## config.mk

```make
export PLATFORM = sky130hd
export DESIGN_NAME = mem_lane_sequencer
export DESIGN_NICKNAME = d
export VERILOG_FILES = /design/src/rtl/mem_lane_sequencer_pkg.sv /design/src/rtl/mem_lane_sequencer.sv
export SDC_FILE = /design/constraint.sdc
export NUM_CORES = 1
export LEC_CHECK = 0
export ABC_CLOCK_PERIOD_IN_PS = 2000
export BUFFER_PORTS_ARGS = -buffer_cell sky130_fd_sc_hd__buf_2
export CORE_AREA = 2 2 119 121
export DETAILED_ROUTE_END_ITERATION = 8
export DIE_AREA = 0 0 121 123
export PLACE_DENSITY = 0.73
export SETUP_SLACK_MARGIN = 0.1
export SLEW_MARGIN = 10
export SYNTH_ARGS = -nofsm -noshare
export SYNTH_HDL_FRONTEND = slang
export SYNTH_SLANG_ARGS = --single-unit
```

## constraint.sdc

```tcl
create_clock -name clk -period 2 [get_ports clk]
set_clock_uncertainty 0.1 [all_clocks]
set_input_delay 0.2 -clock clk [delete_from_list [all_inputs] [get_ports clk]]
set_output_delay 0.2 -clock clk [all_outputs]
set_load 0.01 [all_outputs]
```

## src/rtl/mem_lane_sequencer_pkg.sv

```systemverilog
// Shared types for the dual-lane memory request sequencer: FSM states,
// lane request bundle and access-type codes.
package mem_lane_sequencer_pkg;

    localparam int LANE_ADDR_W = 32;
    localparam int LANE_DATA_W = 32;
    localparam int LANE_TYPE_W = 3;

    typedef enum logic [2:0] {
        IDLE  = 3'd0,
        REQ0  = 3'd1,
        WAIT0 = 3'd2,
        REQ1  = 3'd3,
        WAIT1 = 3'd4,
        DONE  = 3'd5
    } seq_state_t;

    typedef struct packed {
        logic                   read_ena;
        logic                   write_ena;
        logic [LANE_TYPE_W-1:0] mem_type;
        logic [LANE_ADDR_W-1:0] addr;
        logic [LANE_DATA_W-1:0] write_data;
    } lane_req_t;

    localparam logic [LANE_TYPE_W-1:0] MT_BYTE   = 3'b000;
    localparam logic [LANE_TYPE_W-1:0] MT_HALF   = 3'b001;
    localparam logic [LANE_TYPE_W-1:0] MT_WORD   = 3'b010;
    localparam logic [LANE_TYPE_W-1:0] MT_BYTE_U = 3'b100;
    localparam logic [LANE_TYPE_W-1:0] MT_HALF_U = 3'b101;

endpackage

```

## src/rtl/mem_lane_sequencer.sv

```systemverilog
// Serializes the two memory-stage lanes onto one request/response port in
// program order, captures load data per lane and stalls until both are done.
module mem_lane_sequencer
    import mem_lane_sequencer_pkg::*;
#(
    parameter int ADDR_W = LANE_ADDR_W,
    parameter int DATA_W = LANE_DATA_W,
    parameter int TYPE_W = LANE_TYPE_W
) (
    input  logic                   clk,
    input  logic                   rst,
    input  logic [1:0]             lane_read_ena,
    input  logic [1:0]             lane_write_ena,
    input  logic [1:0][TYPE_W-1:0] lane_mem_type,
    input  logic [1:0][ADDR_W-1:0] lane_addr,
    input  logic [1:0][DATA_W-1:0] lane_write_data,
    output logic                   req_valid,
    input  logic                   req_ready,
    output logic                   req_we,
    output logic [TYPE_W-1:0]      req_type,
    output logic [ADDR_W-1:0]      req_addr,
    output logic [DATA_W-1:0]      req_wdata,
    input  logic                   resp_valid,
    input  logic [DATA_W-1:0]      resp_rdata,
    output logic [1:0][DATA_W-1:0] lane_read_data,
    output logic                   stall,
    output logic                   protocol_err
);

    seq_state_t             state_q, state_d;
    logic [1:0][DATA_W-1:0] rdata_q, rdata_d;
    logic                   perr_q, perr_d;
    logic [1:0]             access_s;
    logic [1:0]             is_load_s;
    logic                   lane_sel_s;

    // A lane with both enables set is a store, so only read-without-write loads.
    assign access_s  = lane_read_ena | lane_write_ena;
    assign is_load_s = lane_read_ena & ~lane_write_ena;

    // State, captured read data and sticky protocol error.
    always_ff @(posedge clk or posedge rst) begin
        if (rst) begin
            state_q <= IDLE;
            rdata_q <= '0;
            perr_q  <= 1'b0;
        end else begin
            state_q <= state_d;
            rdata_q <= rdata_d;
            perr_q  <= perr_d;
        end
    end

    // Next-state, read-data capture and protocol error detection.
    always_comb begin
        state_d = state_q;
        rdata_d = rdata_q;
        perr_d  = perr_q;
        case (state_q)
            IDLE: begin
                if (access_s[0]) begin
                    state_d = REQ0;
                    rdata_d = '0;
                end else if (access_s[1]) begin
                    state_d = REQ1;
                    rdata_d = '0;
                end else begin
                    state_d = IDLE;
                end
            end
            REQ0: begin
                if (req_ready) begin
                    state_d = WAIT0;
                end else begin
                    state_d = REQ0;
                end
            end
            WAIT0: begin
                if (resp_valid) begin
                    if (is_load_s[0]) begin
                        rdata_d[0] = resp_rdata;
                    end else begin
                        rdata_d[0] = rdata_q[0];
                    end
                    state_d = access_s[1] ? REQ1 : DONE;
                end else begin
                    state_d = WAIT0;
                end
            end
            REQ1: begin
                if (req_ready) begin
                    state_d = WAIT1;
                end else begin
                    state_d = REQ1;
                end
            end
            WAIT1: begin
                if (resp_valid) begin
                    if (is_load_s[1]) begin
                        rdata_d[1] = resp_rdata;
                    end else begin
                        rdata_d[1] = rdata_q[1];
                    end
                    state_d = DONE;
                end else begin
                    state_d = WAIT1;
                end
            end
            DONE:    state_d = IDLE;
            default: state_d = IDLE;
        endcase
        // Responses are only legal while waiting; one coincident with acceptance is dropped.
        if (resp_valid && (state_q != WAIT0) && (state_q != WAIT1)) begin
            perr_d = 1'b1;
        end else begin
            perr_d = perr_d;
        end
    end

    // Request port: lane fields while requesting, zero otherwise.
    always_comb begin
        req_valid  = 1'b0;
        req_we     = 1'b0;
        req_type   = '0;
        req_addr   = '0;
        req_wdata  = '0;
        lane_sel_s = (state_q == REQ1);
        if ((state_q == REQ0) || (state_q == REQ1)) begin
            req_valid = 1'b1;
            req_we    = lane_write_ena[lane_sel_s];
            req_type  = lane_mem_type[lane_sel_s];
            req_addr  = lane_addr[lane_sel_s];
            req_wdata = lane_write_ena[lane_sel_s] ? lane_write_data[lane_sel_s] : '0;
        end else begin
            req_valid = 1'b0;
        end
    end

    assign stall = ((state_q == IDLE) && (|access_s)) ||
                   ((state_q != IDLE) && (state_q != DONE));

    assign lane_read_data = rdata_q;
    assign protocol_err   = perr_q;

endmodule

```

=== Word-level counts from Yosys, hierarchy flattened ===
Index checks and enable logic that the tools add are counted.

* Word-level logic and storage cells: 63
* Output and inout bits: 135
* Input bits: 174
* Flip-flop bits (word level): 68

* $lt $le $gt $ge: 1
* Bitwise operators: 3
* Muxes and demuxes: 30
* Reduce and logical (&&, ||, !) cells: 13
* Eq/ne operators: 12

{| class="wikitable"
|+ Operator list
! kind !! count
|-
| $mux 32 || 11
|-
| $mux 64 || 2
|-
| $pmux 32 s2 || 2
|-
| $mux 3 || 6
|-
| $pmux 3 s5 || 1
|-
| $ne 3x3->1 const B || 3
|-
| $ne 2x2->1 const B || 4
|-
| $reduce_and 4->1 || 2
|-
| $eq 3x2->1 const B || 2
|-
| $mux 2 || 3
|-
| $mux 1 || 5
|-
| $logic_and 1x1->1 || 4
|-
| $reduce_bool 2->1 || 2
|-
| $eq 3x1->1 const B || 1
|-
| $eq 3x3->1 const B || 1
|-
| $logic_not 3->1 || 1
|-
| $ne 3x2->1 const B || 1
|-
| $reduce_bool 3->1 || 1
|-
| $and 2x2->2 || 1
|-
| $logic_or 1x1->1 || 2
|-
| $lt 1x2->1 const B || 1
|-
| $not 2->2 || 1
|-
| $or 2x2->2 || 1
|-
| $reduce_or 2->1 || 1
|}

=== Depth between registers and ports, before layout ===
* Word-level depth: 5
* Gate-level depth with buffers: 7

=== Least setup slack after synthesis ===
No wires, ideal clock.

* Path kind: register to output
* Start: register state_q[2]
* End: output req_wdata[11]
* Cell stages (with the launch flop): 7
* Path buffers: 3
* Data arrival time: 1.423 ns
* Path slack: 0.277 ns
* Required time: 1.700 ns
* Cells stage by stage: dfrtp_1 > buf_2 > and3b_1 > clkbuf_1 > clkbuf_1 > nand2_1 > a21oi_1

* Cells in the longest elaborated chain, start to end: 5
* Elaborated cells between the ends (all ways): 9

{| class="wikitable"
|+ RTL lines
! item !! line !! RTL
|-
| start, declared || mem_lane_sequencer.sv:30 || <nowiki>seq_state_t state_q, state_d;</nowiki>
|-
| start signal, assigned || mem_lane_sequencer.sv:48 || <nowiki>state_q <= state_d;</nowiki>
|-
| $eq 3x2->1 || mem_lane_sequencer.sv:127, mem_lane_sequencer.sv:128 ||
|-
| $mux 32 (not written as such) or $mux 1 (tied branches) (2 in a row) || mem_lane_sequencer.sv:133 || <nowiki>req_wdata = lane_write_ena[lane_sel_s] ? lane_write_data[lane_sel_s] : '0;</nowiki>
|-
| $mux 32 || mem_lane_sequencer.sv:133 ||
|-
| $mux 32 * || mem_lane_sequencer.sv:128 || <nowiki>if ((state_q == REQ0) || (state_q == REQ1)) begin</nowiki>
|-
| end, declared || mem_lane_sequencer.sv:22 || <nowiki>output logic [DATA_W-1:0] req_wdata,</nowiki>
|}

Every way passes the cells marked *; elsewhere a longest branch is shown, timed or not. The select of a mux whose other input is x is not followed.

=== Worst setup path after layout ===
* Start: register state_q[1]
* End: output req_wdata[22]

The elaborated chain is that of the path after synthesis.

==> flow_metrics.py <==
metrics = {
    "sta": {
        "slew_headroom": 0.724,
        "setup_viol": 0,
        "rsz0062_at_grt": "yes",
        "setup_tns_ps": 0,
        "fin_crit_sh": 0.975,
        "finalMaxSlewViolations": 0,
        "post-route-min-period_ps": 1950,
        "tightestPinTransition_ps": 413,
        "final.setup.worst_slack_ps": 49.4,
        "max_freq_mhz": 513,
        "hold_viol": 0,
    },
    "route": {
        "vias": 4724,
        "firstDrtPassIters": 4,
        "drt-wirelength-per-cell_um": 16.4,
        "drtAntennaViolNets": 0,
        "drc": 0,
        "drt-initial-drc-count": 261,
        "drt_wl_total_um": 15900,
        "vias_per_cell": 4.88,
    },
    "floorplan": {
        "start_util": 0.303,
        "die_w_um": 121,
        "fp.dieH_um": 123,
        "dieArea_mm2": 0.0149,
        "rows": 43,
        "core_area_mm2": 0.0136,
        "boundaryPins": 309,
    },
    "global_route": {
        "grt_usage": 0.188,
        "grt_pass1_vias": 4118,
        "grt_pass1_wl_um": 22000,
        "antenna_found_initial": 2,
        "grt_max_degree": 65,
        "gr-total-overflow": 0,
    },
    "clock_tree": {
        "clock_path_buffers": 2,
        "clock_latency_ps": 330,
        "htree_num_levels": 3,
        "cts.sinks": 68,
        "cts_tree": "yes",
        "cts_buffers": 9,
        "clk_pin_slew_ps": 60,
        "clockRootBuffer": "clkbuf_16",
    },
    "logic_synthesis": {
        "synthAdderAreaFrac": 0,
        "synth-simple-area-share": 0.237,
        "synthXorXnorAreaFrac": 0.00425,
        "syn_area_mm2": 0.00413,
        "ys_seq_elements": 68,
        "seq_area_frac_synth": 0.412,
        "synth.net_count": 654,
        "synthesis.instances": 480,
        "synth.area.mux_share": 0.0877,
        "ys_warn_count": 0,
        "synth_compound_area_frac": 0.194,
        "ys_types": 32,
        "avgSynthCellArea_um2": 8.59,
        "synth_top_family_by_area": "simple AND/OR/NAND/NOR gates",
    },
    "power": {
        "power.leakage_nw": 3.87,
        "peakVddDrop_mv": 0.574,
        "power_density_mw_per_mm2": 1390,
        "p_total_mw": 8.95,
    },
    "hold_path": {
        "min_from": "resp_rdata[20]",
        "min_delay_path_depth": 2,
        "hp-class": "in -> reg",
        "hold_path_end": "lane_read_data[52]",
    },
    "critical_path": {
        "crit_fanout": 8,
        "r2r_slack_ps": 270,
        "worst_r2r_endpoint": "lane_read_data[25]",
        "r2r_cells": 6,
        "arrival_ps": 1650,
        "cp.required_ps": 1700,
        "end_kind": "primary output",
        "reg2reg_from": "state_q[1]",
        "startpoint_type": "flip-flop",
        "crit_type": "reg -> out",
    },
    "placement": {
        "io_buffers": 308,
        "dp_hpwl_um": 11200,
        "place_ws_ps": 242,
        "place_congestion": 0.801,
        "place_inst": 936,
    },
    "layout": {
        "fin_cells": 969,
        "drive_above_1_share": 0.471,
        "final_core_util": 0.474,
        "synthToLayoutAreaGrowth_pct": 56.5,
        "final_nets": 956,
    },
    "status": {
        "status": "complete, no violations",
    },
    "run": {
        "maxCapViolCount": 0,
    },
}
metal layers:
metal / share of wire / track usage
met2: 0.47 / 0.292
met1: 0.42 / 0.249
met4: 0.026 / 0.0705
met3: 0.080 / 0.0526
met5: 0 / 0
Yosys cell counts:
cell      number  area share
o211ai_1       2      0.0036
a211o_1       32       0.068
and3_1        33       0.050
nor2_1        37       0.034
nand3b_1       2      0.0036
buf_6          6       0.016
mux2i_1       35       0.085
nor2_2         1      0.0015
a22o_1        32       0.068
or2_2          1      0.0015
clkbuf_1      24       0.022
nand2b_1       3      0.0046
mux2_2         1      0.0027
or4_4          1      0.0027
and2_1         1      0.0015
nand3_1        1      0.0012
o22ai_1        1      0.0015
o21ai_4        1      0.0039
a31oi_1        1      0.0015
buf_4          2      0.0036
buf_2         15       0.018
and3b_1        2      0.0042
o211ai_2       1      0.0030
nor4b_1        1      0.0021
dfrtp_1       68        0.41
nand2_1      100       0.091
inv_1          5      0.0046
nor3_1        32       0.039
o21ai_0        5      0.0061
xnor2_1        1      0.0021
a21oi_1       32       0.039
xor2_1         1      0.0021
flip-flops by register name (all words and copies together) (netlist names):
register and count:
lane_read_data 64, protocol_err 1, state_q 3
worst max path at each step:
stage / cells after the start / slack [ps] / end / startpoint
final: 5 / 50 / req_wdata[22] / state_q[1]
after global routing: 7 / 7 / req_wdata[1] / state_q[2]
after CTS: 4 / 30 / req_addr[16] / state_q[1]
after detailed placement: 4 / 240 / req_addr[16] / state_q[1]
after global placement: 4 / 250 / req_addr[16] / state_q[1]
after floorplan: 6 / 280 / req_wdata[11] / state_q[2]
stage by stage:
stage | area [um2] | hold WS, ps
after detailed placement | 5850 | 125
after global placement | 5850 | 122
after CTS | 6300 | 0.176
final | 6460 | 7.60
after floorplan | 4130 | 229
after global routing | 6450 | 0.526
power by group:
group	internal (mW)	leakage (nW)	total [mW]	switching, mW
logic	2.32	2.82	5.31	2.98
registers	1.73	0.906	2.00	0.271
clock network	1.04	0.148	1.64	0.609
cell families (layout without fill, tap and decap cells):
family | count (synthesis) | in the layout
xor gates and xnor gates | 2 | 2
muxes | 36 | 36
DFF | 68 | 68
other | 0 | 2
AOI/OAI and AO/OA | 107 | 107
and+or+nand+nor | 215 | 215
buffers and inverters | 52 | 359
worst max-delay path, stage by stage (launching register included):
cell and delay, ps:
dfrtp_4 520, mux2_4 350, nand2_8 110, clkbuf_16 160
a21oi_1 40, buf_2 140
cell type report:
type	instances	area, um2
antenna	2	5.00
clock buffer	11	253
clock inverter	5	58.8
fill	1350	7160
inverter	5	22.5
multi-input combinational	360	2210
sequential	68	1710
tap	180	225
timing repair buffer	338	1970
cells in the final DEF, fill, tap and decap left out, types with 2 or more instances in the layout:
cell	count
clkbuf_8	2
and3_1	33
nand2_1	99
buf_2	305
dfrtp_1	66
clkinvlp_4	3
buf_16	2
nand3b_1	2
nand2b_1	3
nor2_1	37
dlygate4sd3_1	4
clkbuf_16	11
inv_1	3
a22o_1	32
buf_12	6
buf_4	15
a21oi_1	24
mux2i_1	34
diode_2	2
buf_6	3
a21oi_2	8
a211o_1	32
o211ai_1	2
and3b_1	2
nor3_1	32
o21ai_0	4
what timing repair did:
action	4_1_cts	5_1_grt
hold endpoints to repair	19	0
cloned	2	3
hold buffers	4	0
pin swaps	0	0
resized for setup	11	13
setup buffers	1	5
endpoints found under the setup margin	69	66
No activity file was read; power rests on OpenSTA's default activity.
